## src/rtl/crc_fault_engine.sv

```systemverilog
// Framed CRC engine with a golden datapath and a fault-injected datapath running in parallel.
// Each frame yields both CRCs, a mismatch flag, and saturating frame/detection counters.
module crc_fault_engine #(
   parameter int                DATA_W = 16,
   parameter int                CRC_W  = 16,
   parameter logic [CRC_W-1:0]  POLY   = 16'h1021,
   parameter logic [CRC_W-1:0]  INIT   = 16'hFFFF,
   parameter int                CNT_W  = 16
) (
   input  logic              clk,
   input  logic              reset_n,
   input  logic              in_valid,
   output logic              in_ready,
   input  logic [DATA_W-1:0] data_in,
   input  logic              in_last,
   input  logic [1:0]        fault_mode,
   input  logic [DATA_W-1:0] fault_mask,
   input  logic [DATA_W-1:0] fault_value,
   output logic              out_valid,
   input  logic              out_ready,
   output logic [CRC_W-1:0]  crc_golden,
   output logic [CRC_W-1:0]  crc_faulty,
   output logic              mismatch,
   input  logic              clear_cnt,
   output logic [CNT_W-1:0]  frame_cnt,
   output logic [CNT_W-1:0]  detect_cnt
);

   // state    | meaning
   // S_IDLE   | waiting for the first beat of a frame
   // S_ACCUM  | mid-frame, accumulating beats
   // S_RESULT | presenting both CRCs until the consumer takes them
   typedef enum logic [1:0] {S_IDLE, S_ACCUM, S_RESULT} state_t;

   state_t              state, state_nxt;
   logic                armed;
   logic [1:0]          mode_q;
   logic [DATA_W-1:0]   mask_q, value_q;
   logic [1:0]          mode_eff;
   logic [DATA_W-1:0]   mask_eff, value_eff, data_f;
   logic [CRC_W-1:0]    base_g, base_f;
   logic                first_beat, accept, handshake;

   function automatic logic [CRC_W-1:0] crc_update(input logic [CRC_W-1:0] c,
                                                   input logic [DATA_W-1:0] d);
      logic [CRC_W-1:0] r;
      logic             fb;
      r = c;
      for (int i = DATA_W - 1; i >= 0; i--) begin
         fb = r[CRC_W-1] ^ d[i];
         r  = {r[CRC_W-2:0], 1'b0} ^ (fb ? POLY : '0);
      end
      return r;
   endfunction

   always_comb begin
      state_nxt = state;
      in_ready  = 1'b0;
      out_valid = 1'b0;
      case (state)
         S_IDLE, S_ACCUM: begin
            in_ready = armed;
            if (in_valid && armed) state_nxt = in_last ? S_RESULT : S_ACCUM;
         end
         S_RESULT: begin
            out_valid = 1'b1;
            if (out_ready) state_nxt = S_IDLE;
         end
         default: state_nxt = S_IDLE;
      endcase
   end

   assign first_beat = (state == S_IDLE);
   assign accept     = in_valid & in_ready;
   assign handshake  = out_valid & out_ready;

   // The first beat uses the live config since it is being latched on that same edge.
   assign mode_eff  = first_beat ? fault_mode  : mode_q;
   assign mask_eff  = first_beat ? fault_mask  : mask_q;
   assign value_eff = first_beat ? fault_value : value_q;

   always_comb begin
      data_f = data_in;
      case (mode_eff)
         2'd1:    data_f = (data_in & ~mask_eff) | (value_eff & mask_eff);
         2'd2:    data_f = first_beat ? (data_in ^ mask_eff) : data_in;
         2'd3:    data_f = data_in ^ mask_eff;
         default: data_f = data_in;
      endcase
   end

   assign base_g   = first_beat ? INIT : crc_golden;
   assign base_f   = first_beat ? INIT : crc_faulty;
   assign mismatch = (crc_golden != crc_faulty);

   always_ff @(posedge clk or negedge reset_n) begin
      if (!reset_n) begin
         state      <= S_IDLE;
         armed      <= 1'b0;
         mode_q     <= '0;
         mask_q     <= '0;
         value_q    <= '0;
         crc_golden <= '0;
         crc_faulty <= '0;
      end else begin
         state <= state_nxt;
         armed <= 1'b1;
         if (accept) begin
            crc_golden <= crc_update(base_g, data_in);
            crc_faulty <= crc_update(base_f, data_f);
            if (first_beat) begin
               mode_q  <= fault_mode;
               mask_q  <= fault_mask;
               value_q <= fault_value;
            end
         end
      end
   end

   always_ff @(posedge clk or negedge reset_n) begin
      if (!reset_n) begin
         frame_cnt  <= '0;
         detect_cnt <= '0;
      end else if (clear_cnt) begin
         frame_cnt  <= '0;
         detect_cnt <= '0;
      end else if (handshake) begin
         if (frame_cnt != '1)               frame_cnt  <= frame_cnt + 1'b1;
         if (mismatch && detect_cnt != '1) detect_cnt <= detect_cnt + 1'b1;
      end
   end

endmodule
```

## config.mk

```make
export PLATFORM = sky130hd
export DESIGN_NAME = crc_fault_engine
export DESIGN_NICKNAME = d
export VERILOG_FILES = /design/src/rtl/crc_fault_engine.sv
export SDC_FILE = /design/constraint.sdc
export NUM_CORES = 1
export LEC_CHECK = 0
export ABC_AREA = 1
export CORE_MARGIN = 2
export CORE_UTILIZATION = 54
export CTS_CLUSTER_DIAMETER = 60
export DETAILED_ROUTE_END_ITERATION = 16
export PLACE_DENSITY_LB_ADDON = 0.2
export SLEW_MARGIN = 10
export SYNTH_ARGS = -nofsm -noshare
export SYNTH_HDL_FRONTEND = slang
export SYNTH_SLANG_ARGS = --single-unit
```

## constraint.sdc

```tcl
create_clock -name clk -period 2.6 [get_ports clk]
set_input_delay 0.65 -clock clk [delete_from_list [all_inputs] [get_ports clk]]
set_output_delay 0.65 -clock clk [all_outputs]
set_load 0.02 [all_outputs]
```

# Word-level counts from Yosys, hierarchy flattened
# Cells that the tools add are included.
[word_totals] regBits=101 out_inout_bits=67 word_cells=153 input_bits=56
[classes] n_eq_ne=10 mux=51 n_bitwise=71 n_reduce_logical=10 n_addsub=2
[ops] op="XOR 16 x 13 -> 16 bit" count=32
[ops] op="two-way mux 13 bit" count=32
[ops] op="two-way mux 16 bit" count=11
[ops] op="case mux 16 bit (3 select lines)" count=1
[ops] op="adder 16 x 1 -> 16 bit (second input constant)" count=2
[ops] op="bitwise AND 16 bit" count=2
[ops] op="inequality test 16 bit (second input constant)" count=2
[ops] op="XOR 1 bit" count=32
[ops] op="inequality test 16 bit" count=1
[ops] op="NOT 16 bit" count=1
[ops] op="OR 16 bit" count=1
[ops] op="XOR 16 bit" count=1
[ops] op="two-way mux 2 bit" count=4
[ops] op="equality test 2 bit (second input constant)" count=3
[ops] op="AND reduction 2 bit" count=3
[ops] op="nonzero test 2 bit" count=3
[ops] op="equality test 2 x 1 -> 1 bit (second input constant)" count=2
[ops] op="inequality test 2 bit (second input constant)" count=2
[ops] op="case mux 2 bit (2 select lines)" count=1
[ops] op="bitwise AND 1 bit" count=2
[ops] op="logical AND 1 bit" count=2
[ops] op="logical NOT 2 bit" count=1
[ops] op="two-way mux 1 bit" count=2
[ops] op="OR reduction 2 bit" count=1

# Logic depth before layout (Yosys ltp)
# Gate-level depths: netlist of run 1.
[depth] word_depth=54 mapped_depth=21

# Worst setup path after synthesis of run 1
# Ideal clock, no wire load.
[synth_path] path_kind="input-to-reg" start="input port fault_mode[1]" end="register crc_faulty[15]" path_slack_ns=0.309 t_arrival_ns=2.173 path_buffers=1 cell_stages=16 path_cell_list="nand2_1 -> nand2_1 -> clkbuf_1 -> nand2_1 -> o21ai_0 -> nand3_1 -> nand2_1 -> nand2_1 -> nand3_1 -> nand2_1 -> inv_1 -> nand2_1 -> nand2_1 -> nand2_1 -> nand3_1 -> nand2_1"
[synth_via] elab_chain_len=27 elab_cells_between_ends=33 cone_classes="eq/ne (3); mux (8); bitwise (22)"
[synth_rtl] element="start, declared" line_no="16" text="input logic [1:0] fault_mode,"
[synth_rtl] element="two-way mux 2 bit (*)"
[synth_rtl] element="equality test 2 bit or equality test 2 x 1 -> 1 bit (tied branches)" line_no="84" text="case (mode_eff)"
[synth_rtl] element="case mux 16 bit (3 select lines) (*)" line_no="84"
[synth_rtl] element="XOR 1 bit" line_no="50" text="fb = r[CRC_W-1] ^ d[i];"
[synth_rtl] element="two-way mux 13 bit" line_no="51" text="r = {r[CRC_W-2:0], 1'b0} ^ (fb ? POLY : '0);"
[synth_rtl] element="XOR 16 x 13 -> 16 bit (4 in a row)" line_no="51"
[synth_rtl] element="XOR 1 bit" line_no="50"
[synth_rtl] element="two-way mux 13 bit" line_no="51"
[synth_rtl] element="XOR 16 x 13 -> 16 bit (4 in a row)" line_no="51"
[synth_rtl] element="XOR 1 bit" line_no="50"
[synth_rtl] element="two-way mux 13 bit" line_no="51"
[synth_rtl] element="XOR 16 x 13 -> 16 bit (4 in a row)" line_no="51"
[synth_rtl] element="XOR 1 bit" line_no="50"
[synth_rtl] element="two-way mux 13 bit" line_no="51"
[synth_rtl] element="XOR 16 x 13 -> 16 bit (*) (4 in a row)" line_no="51"
[synth_rtl] element="end signal, assigned" line_no="110" text="crc_faulty <= crc_update(base_f, data_f);"
[synth_rtl] element="end, declared" line_no="22" text="output logic [CRC_W-1:0] crc_faulty,"
# Mark *: on every way between the ends. The rest lies on a longest branch, timed or not.
# A chain may end at the register's enable or synchronous reset.

# Worst setup path in the final report of run 1
[layout_path] start="register crc_faulty[0]" end="output port mismatch"
[layout_via] elab_chain_len=1
[layout_rtl] element="inequality test 16 bit" line_no="94" text="assign mismatch = (crc_golden != crc_faulty);"
[layout_rtl] element="end, declared" line_no="23" text="output logic mismatch,"
# Every way passes these cells.

==> impl_metrics.py, run 1 <==
metrics = {
    "min_path": {
        "hold_class": "in2async",
    },
    "placed_design": {
        "numPortBuffers": 122,
        "post_dp_cell_area_um2": 9270,
        "dp_cells": 1399,
        "hpwl_um": 16700,
        "gp_congestion": 0.940,
    },
    "logic_synthesis": {
        "netlist_area_um2": 7160,
        "syn_nets": 1090,
        "synth_edf_count": 0,
        "ys_warn_count": 0,
        "yosysTopAreaCell": "dfrtp_1",
        "synth_top_cell_area_share_pct": 35.3,
        "async_flop_share_pct": 100,
        "seq_area_frac_synth_pct": 35.3,
        "ys_ff_latch": 101,
        "synthDistinctLibCells": 42,
        "syn_inst": 1032,
        "synthTopCellsByArea": "dfrtp_1 (35%), nand2_1 (17%), nand3_1 (7.1%), xor2_1 (6.2%), o21ai_0 (5.7%)",
        "synth_ff_type": "dfrtp_1",
        "avgSynthCellArea_um2": 6.94,
    },
    "cts": {
        "clk_path_buf_depth": 2,
        "htreeDepth": 3,
        "path_clk_slew_ns": 0.07,
        "clock-root-buffer": "clkbuf_16",
        "cts_buffers": 9,
        "cts_tree": "done",
        "cts_sinks": 101,
        "clock_latency_ns": 0.36,
    },
    "setup_path": {
        "crit_slowest_cell": "dfrtp_1",
        "endpoint_kind": "primary output",
        "cpPeakStageDelay_ns": 0.47,
        "critPathLaunchType": "flip-flop",
        "critPathTopFamily": "simple AND/OR/NAND/NOR gates",
        "path_cells": "xor2_1 > nor4_2 > nand4_1 > dlygate4sd2_1",
        "crit_type": "reg2out",
        "cp.buffers_inverters": 1,
        "critPathArrivalTime_ns": 1.91,
        "cp_max_fo": 4,
        "crit_required_ns": 1.95,
    },
    "layout": {
        "multi_input_area_um2": 4550,
        "nFillCells": 925,
        "final_cell_area_um2": 10300,
        "fin_nets": 1312,
        "final_common_cell": "nand2_1",
        "syn_to_final_growth_pct": 43.6,
        "regArea_um2": 2530,
        "layout_common_cells": "nand2_1 (276), clkdlybuf4s50_1 (118), buf_4 (107)",
        "layout-drive-gt1-share_pct": 22.0,
        "fin_cells": 1432,
        "antennaDiodeCount": 0,
    },
    "drt": {
        "viasPerCell": 5.63,
        "totalWireLength_um": 23800,
        "vias": 8058,
        "drc_errors": 0,
        "first_iter_violations": 702,
        "wl_per_cell_um": 16.6,
        "dr.pass1.iters": 6,
        "ant_nets": 0,
    },
    "timing": {
        "final.min_clock_period_ns": 2.56,
        "fin_crit_sh_pct": 98.5,
        "skew_ns": 0.0103,
        "hold_violations": 0,
        "slew_viol_final": 0,
        "setup_viol_count_final": 0,
        "max_freq_mhz": 390,
        "fin_worst_hold_slack_ns": 0.299,
        "worstMarginPinSlew_ns": 0.759,
        "max_slew_margin_pct": 49.4,
        "rsz0062_at_grt": "yes",
    },
    "floorplan": {
        "die_area_um2": 14200,
        "die_y_um": 119,
        "rows": 42,
        "coreArea_um2": 13100,
        "ioPinCount": 123,
        "die_x_um": 119,
        "initial_utilization_pct": 54.7,
    },
    "power": {
        "leakage_nw": 4.96,
        "power_density_nw_per_um2": 952,
        "ir_drop_mv": 0.435,
    },
    "global_routing": {
        "grt_pass1_vias": 7375,
        "globalRouteOverflowTotal": 0,
        "antenna_found_initial": 0,
        "grt_max_degree": 102,
        "globalRouteTotalUtil_pct": 32.2,
        "grt_pass1_wl_um": 35900,
    },
    "run": {
        "max_cap_viol_count": 0,
    },
    "run_status": {
        "status": "finished, final reports clean",
    },
}
final timing paths:
kind,start,to,slack (ns),depth (start not counted)
worst max-delay path,crc_faulty[0]$_DFFE_PN0P_,mismatch,0.04,4
min in group clk,value_q[5]$_DFFE_PN0P_,value_q[5]$_DFFE_PN0P_,0.49,2
worst max register to register,state[1]$_DFFE_PN0P_,crc_faulty[6]$_DFFE_PN0P_,0.05,19
max in group asynchronous,reset_n,crc_golden[8]$_DFFE_PN0P_,1.80,2
worst min register to register,value_q[5]$_DFFE_PN0P_,value_q[5]$_DFFE_PN0P_,0.49,2
worst min-delay path,reset_n,value_q[1]$_DFFE_PN0P_,0.30,2
sequential cells by signal, indices dropped and copies added, names as in the netlist:
signal and count:
crc_golden 16, crc_faulty 16, state 2, detect_cnt 16, frame_cnt 16, armed 1, mask_q 16, value_q 16
mode_q 2
cells by family (layout without fill, tap and decap cells):
family          Yosys count  in the layout  share of synthesized area (%)
fa+ha+maj                 2              2                          0.350
buf+inv                 133            356                           7.67
simple gates            571            572                           34.6
other cells               1              1                         0.0524
compound gates          147            147                           11.3
xor+xnor                 75             75                           10.4
flops                   101            101                           35.3
mux                       2              2                          0.280
worst reg2reg max path: stages, from the launching register on:
cell	delay, ns
dfrtp_2	0.46
nor2_4	0.15
buf_6	0.15
buf_4	0.13
nand2_4	0.08
nand2_8	0.09
buf_4	0.13
nand3b_1	0.14
nand3_2	0.15
nand3_1	0.11
nand2_1	0.10
nand2_2	0.06
nand2_2	0.08
nand3b_1	0.13
nand2_2	0.11
nand2_1	0.08
nand2_2	0.09
nand2_1	0.06
nand2_1	0.09
nand2_1	0.04
cell usage after synthesis (9+ instances only):
| cell | number |
|---|---|
| nand2_1 | 323 |
| nand3_1 | 102 |
| dfrtp_1 | 101 |
| inv_1 | 93 |
| o21ai_0 | 82 |
| nor2_1 | 70 |
| xor2_1 | 51 |
| nand4_1 | 34 |
| clkbuf_1 | 21 |
| a21oi_1 | 19 |
| o21ai_1 | 15 |
| xnor2_1 | 12 |
| buf_2 | 10 |
| o31ai_1 | 10 |
| nand3b_1 | 9 |
| nor4_1 | 9 |
| or2_2 | 9 |
routing by layer:
| layer | track usage [%] | vias up | share of wire, % |
|---|---|---|---|
| met5 | 0 | - | 0 |
| met4 | 15.2 | 0 | 3.8 |
| met2 | 54.8 | 363 | 49 |
| met3 | 4.79 | 73 | 7.4 |
| li1 | - | 3822 | - |
| met1 | 40.3 | 3800 | 40 |
repair_timing:
action / in CTS / in global routing
endpoints found under the hold margin: 0 / 0
hold buffers: 0 / 0
gates cloned: 1 / 4
setup endpoints to repair: 23 / 27
gates resized for setup: 13 / 150
buffers inserted: 5 / 11
pin swaps: 2 / 29
layout make-up:
type	instances	area share, %
Multi-Input combinational cell	799	44.2
Sequential cell	101	24.6
Timing Repair Buffer	248	23.0
Inverter	95	3.47
Clock buffer	12	2.49
Tap cell	176	2.14
Clock inverter	1	0.0852
metrics by stage:
stage	setup TNS [ns]	power [mW]	worst slack [ns]	utilization [%]
finish	0	9.78	0.0382	78.6
CTS	-0.0228	9.15	-0.0222	73.6
detailed placement	-5.58	7.77	-0.414	70.8
global placement	-4.53	7.65	-0.331	70.8
floorplan	0	5.41	0.309	-
global route	-1.05	10.4	-0.115	78.6
where the power goes:
part           internal (mW)  switching [mW]
clock                  0.688           0.582
combinational           2.82            3.29
sequential              1.96           0.441
total                   5.47            4.32
No activity file was read; power rests on OpenSTA's default activity.
==> run 2, diff against run 1 <==
- CTS_CLUSTER_SIZE: default -> 8
- TNS_END_PERCENT: default -> 10
==> impl_metrics.py, run 2 (synthesis results as in run 1) <==
metrics = {
    "run_status": {
        "status": "complete, but fails checks",
        "violations": "setup timing",
    },
    "cts": {
        "clock_latency_ns": 0.36,
        "cts_tree": "done",
        "cts_hold_buffers": 0,
        "htreeDepth": 3,
        "clk_path_buf_depth": 2,
        "path_clk_slew_ns": 0.07,
        "clock-root-buffer": "clkbuf_16",
        "cts_buffers": 9,
        "cts_sinks": 101,
    },
    "setup_path": {
        "critPathTopFamily": "simple AND/OR/NAND/NOR gates",
        "crit_slowest_cell": "dfrtp_2",
        "cp_max_fo": 7,
        "r2r_end": "crc_faulty[10]$_DFFE_PN0P_",
        "path_cells": "nor2_4 > buf_12 > buf_4 > nand2_4 > nand2_4 > buf_4 > nand3b_1 > nand2_1 > nand2_2 > nand3_2 > nand2_2 > nand2_2 > nand2_2 > nand3b_1 > nand2_2 > buf_4 > inv_1 > nand2_1 > a31oi_1",
        "rrSetupSlack_ns": -0.003,
        "crit_required_ns": 2.88,
        "cp.buffers_inverters": 5,
        "rr_startpoint": "state[1]$_DFFE_PN0P_",
        "reg2reg_depth": 19,
        "crit_type": "reg2reg",
        "endpoint_kind": "flip-flop",
        "critPathLaunchType": "flip-flop",
        "critPathArrivalTime_ns": 2.89,
        "cpPeakStageDelay_ns": 0.47,
        "crit_top_cell": "nand2_2",
    },
    "floorplan": {
        "die_y_um": 119,
        "rows": 42,
        "die_x_um": 119,
        "initial_utilization_pct": 54.7,
        "coreArea_um2": 13100,
        "die_area_um2": 14200,
        "ioPinCount": 123,
    },
    "timing": {
        "rsz0062_at_grt": "yes",
        "hold_violations": 0,
        "worstMarginPinSlew_ns": 0.758,
        "skew_ns": 0.0103,
        "fin_crit_sh_pct": 100,
        "final.min_clock_period_ns": 2.60,
        "max_freq_mhz": 384,
        "slew_viol_final": 0,
        "setup_viol_count_final": 1,
        "max_slew_margin_pct": 49.5,
        "setup_slack_ns": -0.00322,
    },
    "layout": {
        "fin_cells": 1430,
        "antennaDiodeCount": 0,
        "syn_to_final_growth_pct": 42.5,
        "nFillCells": 941,
        "layout-drive-gt1-share_pct": 21.1,
        "fin_nets": 1310,
        "final_common_cell": "nand2_1",
        "layout_common_cells": "nand2_1 (270), clkdlybuf4s50_1 (118), buf_4 (107)",
    },
    "placed_design": {
        "preCtsSetupSlack_ns": -0.414,
        "dp_cells": 1399,
        "gp_congestion": 0.940,
        "numPortBuffers": 122,
        "hpwl_um": 16700,
    },
    "global_routing": {
        "antenna_found_initial": 0,
        "grt_pass1_vias": 7360,
        "globalRouteTotalUtil_pct": 32.0,
        "grt_pass1_wl_um": 35700,
        "grt_max_degree": 102,
        "globalRouteOverflowTotal": 0,
    },
    "drt": {
        "totalWireLength_um": 23600,
        "dr.pass1.iters": 5,
        "drc_errors": 0,
        "viasPerCell": 5.63,
        "first_iter_violations": 710,
        "wl_per_cell_um": 16.5,
        "vias": 8046,
        "ant_nets": 0,
    },
    "min_path": {
        "hold_class": "in2async",
    },
    "power": {
        "leakage_nw": 4.91,
        "power_density_nw_per_um2": 952,
        "ir_drop_mv": 0.434,
    },
    "run": {
        "max_cap_viol_count": 0,
    },
}
-- run 2: cell types whose count changed in the layout (fill, tap and decap cells not counted), sizes merged --
cell / before / now
buf: 124 / 120
clkbuf: 15 / 17
-- run 2: where the power goes --
part / internal (mW) / leakage, nW / switching (mW) / total, mW
clock: 0.688 / 0.131 / 0.579 / 1.27
combinational: 2.80 / 3.50 / 3.25 / 6.04
sequential: 1.96 / 1.29 / 0.439 / 2.40
total: 5.44 / 4.91 / 4.27 / 9.71
-- run 2: per-layer routing --
metal | GRT usage (%) | vias to the layer above | part of all wire (%)
li1 | - | 3823 | -
met1 | 39.9 | 3773 | 39
met2 | 54.8 | 377 | 48
met3 | 4.84 | 73 | 7.9
met4 | 14.7 | 0 | 4.3
met5 | 0 | - | 0
-- run 2: how the worst max path moves through the flow --
stage,from,to,slack [ns],cells after the start
floorplan,fault_mode[1],crc_faulty[15]$_DFFE_PN0P_,0.31,16
global placement,fault_mode[1],crc_faulty[8]$_DFFE_PN0P_,-0.33,17
detailed placement,fault_mode[1],crc_faulty[8]$_DFFE_PN0P_,-0.41,19
CTS,crc_faulty[0]$_DFFE_PN0P_,mismatch,-0.02,4
global route,state[1]$_DFFE_PN0P_,crc_faulty[15]$_DFFE_PN0P_,-0.13,18
finish,state[1]$_DFFE_PN0P_,crc_faulty[10]$_DFFE_PN0P_,-0.003,19
-- run 2: area by class of cell --
type	instances	area [um^2]	area share [%]
multi-input combinational	799	4470	43.8
clock inverter	1	8.76	0.0859
tap	176	220	2.16
clock buffer	12	256	2.52
timing repair buffer	246	2350	23.1
sequential	101	2530	24.8
inverter	95	359	3.52
-- run 2: metrics by stage --
step           area [um^2]  utilization [%]  hold WS, ns  setup TNS [ns]  power, mW
5_1_grt              10200             77.9        0.393           -1.34       10.3
6_report             10200             77.9        0.300        -0.00322       9.71
3_3_place_gp          9270             70.8        0.458           -4.53       7.65
4_1_cts               9570             73.2        0.374         -0.0385       9.11
2_1_floorplan         7160                -        0.354               0       5.41
3_5_place_dp          9270             70.8        0.467           -5.58       7.77
-- run 2: repair_timing --
action                                 4_1_cts  5_1_grt
cloned                                       0        7
buffers inserted                             2       10
gates resized for setup                     11      127
setup endpoints to repair                   23       26
pin swaps                                    3       28
endpoints found under the hold margin        0        0
